$ cat config.mk
export PLATFORM = sky130hd
export DESIGN_NAME = pc_sequencer
export DESIGN_NICKNAME = d
export VERILOG_FILES = /design/src/rtl/pc_sequencer.sv
export SDC_FILE = /design/constraint.sdc
export NUM_CORES = 1
export LEC_CHECK = 0
export CORE_MARGIN = 4
export CORE_UTILIZATION = 49
export CTS_CLUSTER_SIZE = 8
export DETAILED_ROUTE_END_ITERATION = 10
export GPL_TIMING_DRIVEN = 0
export PLACE_DENSITY = 0.87
export SLEW_MARGIN = 0
export SYNTH_ARGS = -nofsm -noshare
export SYNTH_HDL_FRONTEND = slang
export SYNTH_SLANG_ARGS = --single-unit
export TNS_END_PERCENT = 20
$ cat constraint.sdc
create_clock -name clk -period 4.2 [get_ports clk]
set_input_delay 0.63 -clock clk [delete_from_list [all_inputs] [get_ports clk]]
set_output_delay 0.63 -clock clk [all_outputs]
set_load 0.05 [all_outputs]
$ cat src/rtl/pc_sequencer.sv
// Program counter and instruction-fetch sequencer for the MIPS core.
// Chooses the next PC each retired fetch and buffers redirects that arrive while a fetch is outstanding.
module pc_sequencer #(
    parameter logic [31:0] RESET_PC   = 32'h0000_0000,
    parameter logic [31:0] EXC_VECTOR = 32'h0000_0080
) (
    input  logic        clk,
    input  logic        rst_n,
    output logic        fetch_req,
    output logic [31:0] fetch_addr,
    input  logic        fetch_ack,
    input  logic        stall,
    input  logic        branch_taken,
    input  logic [31:0] branch_imm,
    input  logic        jump,
    input  logic [25:0] jump_index,
    input  logic        jump_reg,
    input  logic [31:0] jr_addr,
    input  logic        exc,
    output logic [31:0] pc,
    output logic [31:0] pc_plus4,
    output logic        redirect_pending,
    output logic        addr_err
);

    typedef enum logic [1:0] {BOOT, FETCH, PEND} state_t;

    // Redirect ranks: higher wins, and a buffered redirect yields to an equal or higher rank.
    localparam logic [1:0] RANK_BRANCH = 2'd0;
    localparam logic [1:0] RANK_JUMP   = 2'd1;
    localparam logic [1:0] RANK_JR     = 2'd2;
    localparam logic [1:0] RANK_EXC    = 2'd3;

    state_t      state, stateNext;
    logic [31:0] pcNext;
    logic [31:0] pendTarget, pendTargetNext;
    logic [1:0]  pendRank, pendRankNext;
    logic        addrErrNext;

    logic        redirValid;
    logic        redirMisaligned;
    logic [1:0]  redirRank;
    logic [31:0] redirTarget;
    logic        advance;
    logic        takeNew;

    assign pc_plus4         = pc + 32'd4;
    assign fetch_addr       = pc;
    assign fetch_req        = (state != BOOT);
    assign redirect_pending = (state == PEND);
    assign advance          = fetch_ack && !stall;

    always_comb begin
        // NOTE: every combinational output gets a default first so no path leaves it unassigned (no latch).
        redirValid      = exc || jump_reg || jump || branch_taken;
        redirMisaligned = 1'b0;
        redirRank       = RANK_BRANCH;
        redirTarget     = pc_plus4 + (branch_imm << 2);
        if (exc) begin
            redirRank   = RANK_EXC;
            redirTarget = EXC_VECTOR;
        end else if (jump_reg) begin
            redirRank       = RANK_JR;
            redirMisaligned = (jr_addr[1:0] != 2'b00);
            redirTarget     = redirMisaligned ? EXC_VECTOR : jr_addr;
        end else if (jump) begin
            redirRank   = RANK_JUMP;
            redirTarget = {pc_plus4[31:28], jump_index, 2'b00};
        end
    end

    assign takeNew = redirValid && (redirRank >= pendRank);

    always_comb begin
        stateNext      = state;
        pcNext         = pc;
        pendTargetNext = pendTarget;
        pendRankNext   = pendRank;
        addrErrNext    = 1'b0;
        case (state)
            BOOT: stateNext = FETCH;
            FETCH: begin
                if (advance) begin
                    pcNext      = redirValid ? redirTarget : pc_plus4;
                    addrErrNext = redirValid && redirMisaligned;
                end else if (redirValid) begin
                    pendTargetNext = redirTarget;
                    pendRankNext   = redirRank;
                    addrErrNext    = redirMisaligned;
                    stateNext      = PEND;
                end
            end
            PEND: begin
                if (takeNew) begin
                    pendTargetNext = redirTarget;
                    pendRankNext   = redirRank;
                    addrErrNext    = redirMisaligned;
                end
                if (advance) begin
                    pcNext         = takeNew ? redirTarget : pendTarget;
                    pendTargetNext = '0;
                    pendRankNext   = RANK_BRANCH;
                    stateNext      = FETCH;
                end
            end
            default: stateNext = BOOT;
        endcase
    end

    // NOTE: sequential state uses non-blocking assignments so all registers update together at the edge.
    always_ff @(posedge clk or negedge rst_n) begin
        if (!rst_n) begin
            state      <= BOOT;
            pc         <= RESET_PC;
            pendTarget <= '0;
            pendRank   <= RANK_BRANCH;
            addr_err   <= 1'b0;
        end else begin
            state      <= stateNext;
            pc         <= pcNext;
            pendTarget <= pendTargetNext;
            pendRank   <= pendRankNext;
            addr_err   <= addrErrNext;
        end
    end

endmodule
* Yosys cells after proc, flatten, opt, wreduce, memory -nomap -nowiden
Index checks and enable logic that the tools add are counted.
** Storage, ports and cells
- Bits of input ports :: 98
- Output and inout bits :: 99
- Logic and storage cells :: 61
- Register bits after elaboration :: 69
** Operators by class
- Equal/unequal tests :: 7
- Muxes and demuxes :: 31
- $lt $le $gt $ge :: 1
- Add/subtract/negate cells :: 2
- Reductions and logical operators :: 15
** Operators with widths (count)
- $mux W32 :: 11
- $pmux W32 S2 :: 2
- $add A32 B3 Y32 const B :: 1
- $add A32 B32 Y32 :: 1
- $mux W2 :: 9
- $reduce_and A3 Y1 :: 3
- $mux W1 :: 6
- $ne A2 B2 Y1 const B :: 3
- $pmux W2 S3 :: 1
- $reduce_bool A2 Y1 :: 3
- $pmux W2 S2 :: 1
- $reduce_and A4 Y1 :: 1
- $logic_and A1 B1 Y1 :: 3
- $logic_or A1 B1 Y1 :: 3
- $ne A3 B1 Y1 const B :: 1
- $eq A2 B1 Y1 const B :: 1
- $eq A2 B2 Y1 const B :: 1
- $ge A2 B2 Y1 :: 1
- $logic_not A2 Y1 :: 1
- $ne A2 B1 Y1 const B :: 1
- $pmux W1 S2 :: 1
- $logic_not A1 Y1 :: 1

* Longest topological paths before layout
Gate-level depths: netlist of run 1.
- Depth in word-level cells :: 8
- Mapped depth :: 18
- Depth with buffers taken out :: 17

* Worst setup path after synthesis of run 1
Ideal clock, no wire load.
- Path type :: register -> register
- From :: register pc[2] (netlist: fetch_addr[2])
- To :: register pc[31] (netlist: fetch_addr[31])
- Required time :: 4106 ps
- Stages on the path, launching flop included :: 18
- Path slack :: -972 ps
- Arrival :: 5079 ps
- Library setup time :: 94 ps
- Cells stage by stage :: dfrtp_1 -> ha_1 -> nand4_1 -> nor3_2 -> nand2_1 -> nor2_1 -> nand3_1 -> xnor2_1 -> ha_1 -> a21o_1 -> a21o_1 -> a221oi_1 -> nor3_1 -> a31oi_1 -> nand4b_1 -> mux2i_1 -> nand3_1 -> a211oi_1
** Between the ends
- Word-level cells in the longest chain between the ends :: 8
** Ends and longest elaborated chain
- start, declared :: line 20 : output logic [31:0] pc,
- start signal, assigned :: line 120 : pc <= pcNext;
- $add A32 B3 Y32 * :: line 47 : assign pc_plus4 = pc + 32'd4;
- net pc_plus4[28] :: line 21 : output logic [31:0] pc_plus4,
- $add A32 B32 Y32 * :: line 58 : redirTarget = pc_plus4 + (branch_imm << 2);
- $mux W32 * :: line 66 : end else if (jump) begin
- $mux W32 * :: line 62 : end else if (jump_reg) begin
- $mux W32 * :: line 59 : if (exc) begin
- $mux W32, on equally long branches
- $mux W32, on equally long branches :: line 99, 83
- $pmux W32 S2 * :: line 80 : case (state)
The timed path passes the listed nets; every way through them passes the cells marked *. The select of a mux whose other input is x is not followed.
A chain may end at the register's enable or synchronous reset.

* Worst setup path in the final report of run 1
- From :: input port jump
- To :: register pc[22] (netlist: fetch_addr[22])
** Between the ends
- Word-level cells in the longest chain between the ends :: 8
** Ends and longest elaborated chain
- start, declared :: line 15 : input logic jump,
- $mux W1 :: line 66
- $mux W2 :: line 62
- $mux W2 :: line 59
- $ge A2 B2 Y1 :: line 72 : assign takeNew = redirValid && (redirRank >= pendRank);
- $logic_and A1 B1 Y1 :: line 72
- $mux W32
- $mux W32 :: line 99 : if (advance) begin
- $pmux W32 S2 * :: line 80
Every way passes the cells marked *; elsewhere a longest branch is shown, timed or not. The select of a mux whose other input is x is not followed.

==> summary.txt, run 1 <==
Outcome
  – Outcome: finished, violations left
  – Violated checks: setup timing

Clocking
  – Clock-pin slew on the worst setup and hold paths: 0.06 ns
  – Htree depth: 3
  – Root Driver: clkbuf_16
  – CTS tree: yes
  – Clock buffer count from CTS: 9
  – Cts hold-fix bufs: 0
  – Worst-Skew Late Latency: 0.34 ns
  – CTS sink cnt: 69
  – Clock Tree Buf Depth: 2

Timing
  – Worst clock skew: 0.00914 ns
  – Tcrit/Tclk final: 100%
  – Final hold violation count: 0
  – Worst setup margin: -0.0169 ns
  – Least-Margin Pin Slew: 0.998 ns
  – Max Slew Vio Count: 0
  – Final Critical Period: 4.22 ns
  – RSZ-0062 raised after global routing: true
  – Fmax: 237 MHz
  – # setup viols final: 2
  – Setup TNS: -0.0284 ns
  – Rel. slew slack: 33.5%

Critical path
  – Worst path bufs/invs: 4
  – CP Capture Type: flip-flop
  – Max FO, Critical Path: 10
  – Delay-heaviest family, CP: buffers and inverters
  – Slowest cell on crit path: clkdlybuf4s50_1
  – Most used cell, CP: buf_2
  – Crit-path max cell delay: 0.60 ns
  – Nature of the critical path startpoint: input pin
  – Crit path required time: 4.47 ns
  – Setup CP Type: input pin to flip-flop
  – Arrival @ worst endpoint: 4.49 ns
  – CP cell instances: clkdlybuf4s50_1 > clkbuf_1 > nor2b_1 > nor2_1 > ha_1 > nand2b_1 > a21o_1 > nand2_1 > buf_2 > and2_1 > buf_2 > a221oi_1 > o21ai_0 > o21a_1

Power
  – Tot Pwr: 0.00824 W
  – Leakage: 4.01 nW
  – Power Dens Cells: 875 mW/mm2
  – VDD IR max: 0.000670 V

Floorplanning
  – Site Rows: 42
  – DIE AREA: 0.0153 mm2
  – Initial Util: 49.8%
  – Chip width: 124 um
  – Core region area: 0.0132 mm2
  – DIE HEIGHT: 124 um
  – I/O pin cnt: 197

Detailed routing
  – Routed WL: 27400 um
  – Vias per inst: 6.40
  – 1st-iter DRT viols: 1079
  – Wire per inst: 22.0 um
  – DRC viols: 0
  – Vias: 7988
  – Antenna-violating nets left: 0
  – DRT Pass-1 Iters: 6

Yosys
  – Post-synthesis mux area share: 1.87%
  – Area of the mapped netlist: 0.00657 mm2
  – Net count after synthesis: 993
  – Synth Instances: 855
  – Ys async rst share: 100%
  – Post-synthesis simple-gate area fraction: 20.6%
  – Synth warn: 0
  – Synth unique cells: 67
  – EDFF count, synth: 0
  – XOR/XNOR share of the synthesized area: 6.40%
  – Compound-Gate Fraction of Synth Area: 29.3%
  – Top_reg_cell synth: dfrtp_1
  – Synthesized area per cell: 7.68 um2
  – Sequential share of the synthesized area: 26.3%
  – Seq cells post-synth: 69
  – Post-synthesis adder-cell area fraction: 7.74%
  – Largest family of logic cells by synthesized area: compound AO/OA/AOI/OAI gates

Placement
  – I/O Buffers: 193
  – Routability-driven placement congestion ratio: 0.947
  – DP HPWL: 20100 um
  – Placed Instances: 1225

Cells and area
  – Commonest cells after routing, fill and taps aside: 192 x clkdlybuf4s50_1, 112 x nand2_1, 79 x a21oi_1, 73 x nor2_1, 60 x o21ai_0
  – Antenna diodes: 0
  – Fin nets: 1205
  – Commonest non-fill, non-tap cell in the layout: clkdlybuf4s50_1
  – Layout cells sized above 1: 13.0%
  – Final Non-Filler Cells: 1248
  – Area grow syn2layout: 43.5%

GRT
  – Antenna violations before repair: 0
  – First-pass GRT wire length: 40900 um
  – Total GRT Usage: 35.0%
  – GRT Residual Overflow: 0
  – Vias in the first global route: 7446
  – Largest net degree at the start of global routing: 48

Flow run
  – Max cap viols: 0

Worst hold path
  – Tightest Hold Check Type: input pin to asynchronous set/reset pin
## cell type report
| class | instances | area, um2 |
|---|---|---|
| Buffer | 73 | 412 |
| Clock buffer | 14 | 254 |
| Clock inverter | 2 | 10.0 |
| Fill cell | 1062 | 3770 |
| Inverter | 26 | 97.6 |
| Multi-Input combinational cell | 685 | 4660 |
| Sequential cell | 69 | 1750 |
| Tap cell | 176 | 220 |
| Timing Repair Buffer | 203 | 2020 |
## stage by stage
| stage | cell area [um2] | setup slack (ns) | hold WS [ns] | util (%) |
|---|---|---|---|---|
| floorplan | 6820 | 0.000601 | 0.334 | - |
| global placement | 8970 | -0.567 | 0.451 | 68.0 |
| detailed placement | 9000 | -0.578 | 0.465 | 68.2 |
| CTS | 9320 | 0.000209 | 0.202 | 70.7 |
| global route | 9420 | -0.0501 | 0.218 | 71.4 |
| finish | 9420 | -0.0169 | 0.195 | 71.4 |
## cell usage after synthesis, drive strengths merged (19+ instances only)
master    n  area (um2)
buf      42         292
a21o     19         143
nand3    21         105
dfrtp    69        1730
nand2   113         424
a21oi    82         410
xnor2    35         307
ha       39         488
clkbuf   33         125
nor2     75         282
o21ai    67         335
inv      25        93.8
## cells by family (layout without fill, tap and decap cells)
logic type,count (synthesis),after routing
AO/OA/AOI/OAI,296,296
XOR/XNOR,48,48
adder cells (fa/ha/maj),40,40
buffers and inverters,101,318
flip-flops,69,69
multiplexers,12,12
AND/OR/NAND/NOR,289,289
## registers in the layout (all words and copies together), names as in the netlist
signal      cells
pendTarget     32
fetch_addr     32
pendRank        2
state           2
addr_err        1
## worst paths after layout
path / endpoint / from / slack (ns) / cells after the start
worst max-delay path: fetch_addr[22]$_DFFE_PN0P_ / jump / -0.02 / 14
worst min-delay path: pendTarget[5]$_DFFE_PN0P_ / rst_n / 0.19 / 1
worst max register to register: fetch_addr[31]$_DFFE_PN0P_ / fetch_addr[3]$_DFFE_PN0P_ / 0.07 / 17
worst min register to register: pendTarget[21]$_DFFE_PN0P_ / pendTarget[21]$_DFFE_PN0P_ / 0.48 / 2
max in group asynchronous: fetch_addr[22]$_DFFE_PN0P_ / rst_n / 3.42 / 2
min in group clk: pendTarget[21]$_DFFE_PN0P_ / pendTarget[21]$_DFFE_PN0P_ / 0.48 / 2
## metal layers
layer  global-route usage [%]  routed length, um
met5                        0                  0
met4                     15.2               1280
met3                     9.31               3520
met2                     54.7              12200
met1                     45.5              10400
## timing repair
| item | in CTS | in global routing |
|---|---|---|
| buffers inserted | 6 | 3 |
| endpoints found under the setup margin | 18 | 29 |
| pin swaps | 3 | 6 |
| cloned | 0 | 0 |
| gates resized for setup | 8 | 24 |
## power by group
part / switching [W] / internal (W) / leakage [nW]
clock network: 0.000311 / 0.000416 / 0.131
registers: 0.000356 / 0.000947 / 0.855
logic: 0.00400 / 0.00221 / 3.02
(Power assumes the default switching activity.)
==> run 2: changes to the inputs <==
--- a/config.mk
+++ b/config.mk
@@ -11,6 +11,7 @@
 export DETAILED_ROUTE_END_ITERATION = 10
 export GPL_TIMING_DRIVEN = 0
 export PLACE_DENSITY = 0.87
+export SETUP_SLACK_MARGIN = 0.2
 export SLEW_MARGIN = 0
 export SYNTH_ARGS = -nofsm -noshare
 export SYNTH_HDL_FRONTEND = slang
==> run 2 against run 1 <==
Compared with the run above: the flow now finishes without violations; flip-flop and latch count is the same; via count grew 0.79%; non-clock buffer count grew 10; combinational power grew 3%; clock-buffer cell count shrank 1; critical path depth grew 3; wire length grew 3.1%; hold slack gained 0.013 ns; clock skew is essentially flat; first-iteration DRC count shrank 12%; final area grew 3.0%.
==> summary.txt, run 2 (synthesis results as in run 1) <==
Timing
  – Rel. slew slack: 20.4%
  – Final Critical Period: 4.04 ns
  – Final hold violation count: 0
  – # setup viols final: 0
  – Tcrit/Tclk final: 96.1%
  – Worst clock skew: 0.00895 ns
  – Fmax: 248 MHz
  – RSZ-0062 raised after global routing: true
  – Least-Margin Pin Slew: 1.18 ns
  – Hold WS: 0.208 ns
  – Max Slew Vio Count: 0

Cells and area
  – Antenna diodes: 0
  – Commonest cells after routing, fill and taps aside: 192 x clkdlybuf4s50_1, 111 x nand2_1, 77 x a21oi_1, 73 x nor2_1, 59 x o21ai_0
  – Commonest non-fill, non-tap cell in the layout: clkdlybuf4s50_1
  – Layout cells sized above 1: 15.0%
  – Footprint of the multi-input gates: 0.00478 mm2
  – Area grow syn2layout: 47.8%
  – Fill count: 1031
  – Fin nets: 1215
  – Register area: 0.00175 mm2
  – Final instance area: 0.00970 mm2

Critical path
  – Crit path required time: 4.43 ns
  – Reg2reg end: fetch_addr[30]$_DFFE_PN0P_
  – Critical Path Source: fetch_addr[2]$_DFFE_PN0P_
  – Slowest cell on crit path: dfrtp_2
  – CP cell instances: buf_4 > and3_1 > nor4b_4 > buf_4 > buf_4 > nand4_1 > xnor2_4 > ha_1 > a21o_1 > a21o_1 > a21o_1 > a21o_1 > a31oi_2 > a41oi_1 > xnor2_1 > a31oi_1 > a21o_1
  – CP Capture Type: flip-flop
  – Crit-path max cell delay: 0.39 ns
  – Critical R2R Launch: fetch_addr[2]$_DFFE_PN0P_
  – Most used cell, CP: a21o_1
  – Worst path bufs/invs: 3
  – Nature of the critical path startpoint: flip-flop
  – Delay-heaviest family, CP: compound AO/OA/AOI/OAI gates
  – Max FO, Critical Path: 6
  – Arrival @ worst endpoint: 4.27 ns
  – Setup CP Type: flip-flop to flip-flop
  – R2r setup slk: 0.16 ns
  – Register-to-Register Path Depth: 17

Detailed routing
  – DRC viols: 0
  – Vias: 8051
  – Vias per inst: 6.40
  – 1st-iter DRT viols: 951
  – Wire per inst: 22.5 um
  – DRT Pass-1 Iters: 6
  – Routed WL: 28300 um
  – Antenna-violating nets left: 0

Floorplanning
  – Initial Util: 49.8%
  – Chip width: 124 um
  – Site Rows: 42
  – Core region area: 0.0132 mm2
  – I/O pin cnt: 197
  – DIE AREA: 0.0153 mm2
  – DIE HEIGHT: 124 um

GRT
  – Antenna violations before repair: 0
  – First-pass GRT wire length: 41400 um
  – Largest net degree at the start of global routing: 47
  – GRT Residual Overflow: 0
  – Vias in the first global route: 7687
  – Total GRT Usage: 35.5%

Clocking
  – Clock Tree Buf Depth: 2
  – Htree depth: 3
  – CTS tree: yes
  – Root Driver: clkbuf_16
  – Clock-pin slew on the worst setup and hold paths: 0.06 ns
  – Clock buffer count from CTS: 9
  – Cts hold-fix bufs: 0
  – Worst-Skew Late Latency: 0.34 ns
  – CTS sink cnt: 69

Outcome
  – Outcome: finished clean

Power
  – Power Dens Cells: 883 mW/mm2
  – VDD IR max: 0.000487 V
  – Leakage: 4.11 nW

Placement
  – Routability-driven placement congestion ratio: 0.961
  – Placed Instance Area: 0.00913 mm2
  – I/O Buffers: 193
  – DP HPWL: 20400 um

Worst hold path
  – Tightest Hold Check Type: input pin to asynchronous set/reset pin

Flow run
  – Max cap viols: 0
==> run 2: cell types whose count changed in the layout (fill, tap and decap cells not counted), sizes merged <==
cell / previous run / this run
buf: 52 / 61
bufinv: 0 / 2
clkinv: 3 / 1
clkinvlp: 0 / 1
==> run 2: layer usage <==
metal | track usage, % | share of wire, % | vias up
li1 | - | - | 3538
met2 | 55.2 | 44 | 592
met1 | 45.7 | 38 | 3796
met4 | 18.3 | 5.3 | 0
met5 | 0 | 0 | -
met3 | 8.95 | 12 | 125
==> run 2: what timing repair did <==
item	CTS	global route
pin swaps	11	15
buffers inserted	14	3
hold endpoints to repair	0	0
resized for setup	11	24
setup endpoints to repair	35	49
==> run 2: area by class of cell <==
cell class,count,share of cell area (%)
multi-input combinational,685,49.2
timing repair buffer,211,21.5
sequential,69,18.0
buffer,75,4.58
clock buffer,13,2.68
tap,176,2.27
inverter,26,1.01
clock inverter,3,0.696
==> run 2: worst max path at each step <==
stage / end / cells past startpoint / slack, ns
2_1_floorplan: fetch_addr[31]$_DFFE_PN0P_ / 17 / 0.12
3_3_place_gp: fetch_addr[27]$_DFFE_PN0P_ / 18 / -0.45
3_5_place_dp: fetch_addr[27]$_DFFE_PN0P_ / 18 / -0.46
4_1_cts: fetch_addr[22]$_DFFE_PN0P_ / 14 / 0.17
5_1_grt: fetch_addr[31]$_DFFE_PN0P_ / 19 / -0.02
6_report: fetch_addr[30]$_DFFE_PN0P_ / 17 / 0.16
==> run 2: per-stage QoR <==
step           total power (W)  setup slack [ns]  cells  util (%)  setup TNS (ns)
2_1_floorplan          0.00547             0.121    855         -               0
3_3_place_gp           0.00730            -0.455   1224      69.0           -8.80
3_5_place_dp           0.00738            -0.463   1225      69.2           -4.06
4_1_cts                0.00832             0.166   1255      72.7               0
5_1_grt                0.00892           -0.0161   1258      73.6         -0.0161
6_report               0.00856             0.164   1258      73.6               0
==> run 2: power breakdown <==
group	switching, W	internal, W
Combinational	0.00409	0.00230
Sequential	0.000366	0.000946
Clock	0.000310	0.000554
Total	0.00477	0.00380
==> run 3: changes to the inputs <==
--- a/config.mk
+++ b/config.mk
@@ -7,6 +7,7 @@
 export LEC_CHECK = 0
 export CORE_MARGIN = 4
 export CORE_UTILIZATION = 49
+export CTS_CLUSTER_DIAMETER = 120
 export CTS_CLUSTER_SIZE = 8
 export DETAILED_ROUTE_END_ITERATION = 10
 export GPL_TIMING_DRIVEN = 0
==> results of run 3 <==
Same layout as run 2: the final DEF is identical, and so are final timing and power.
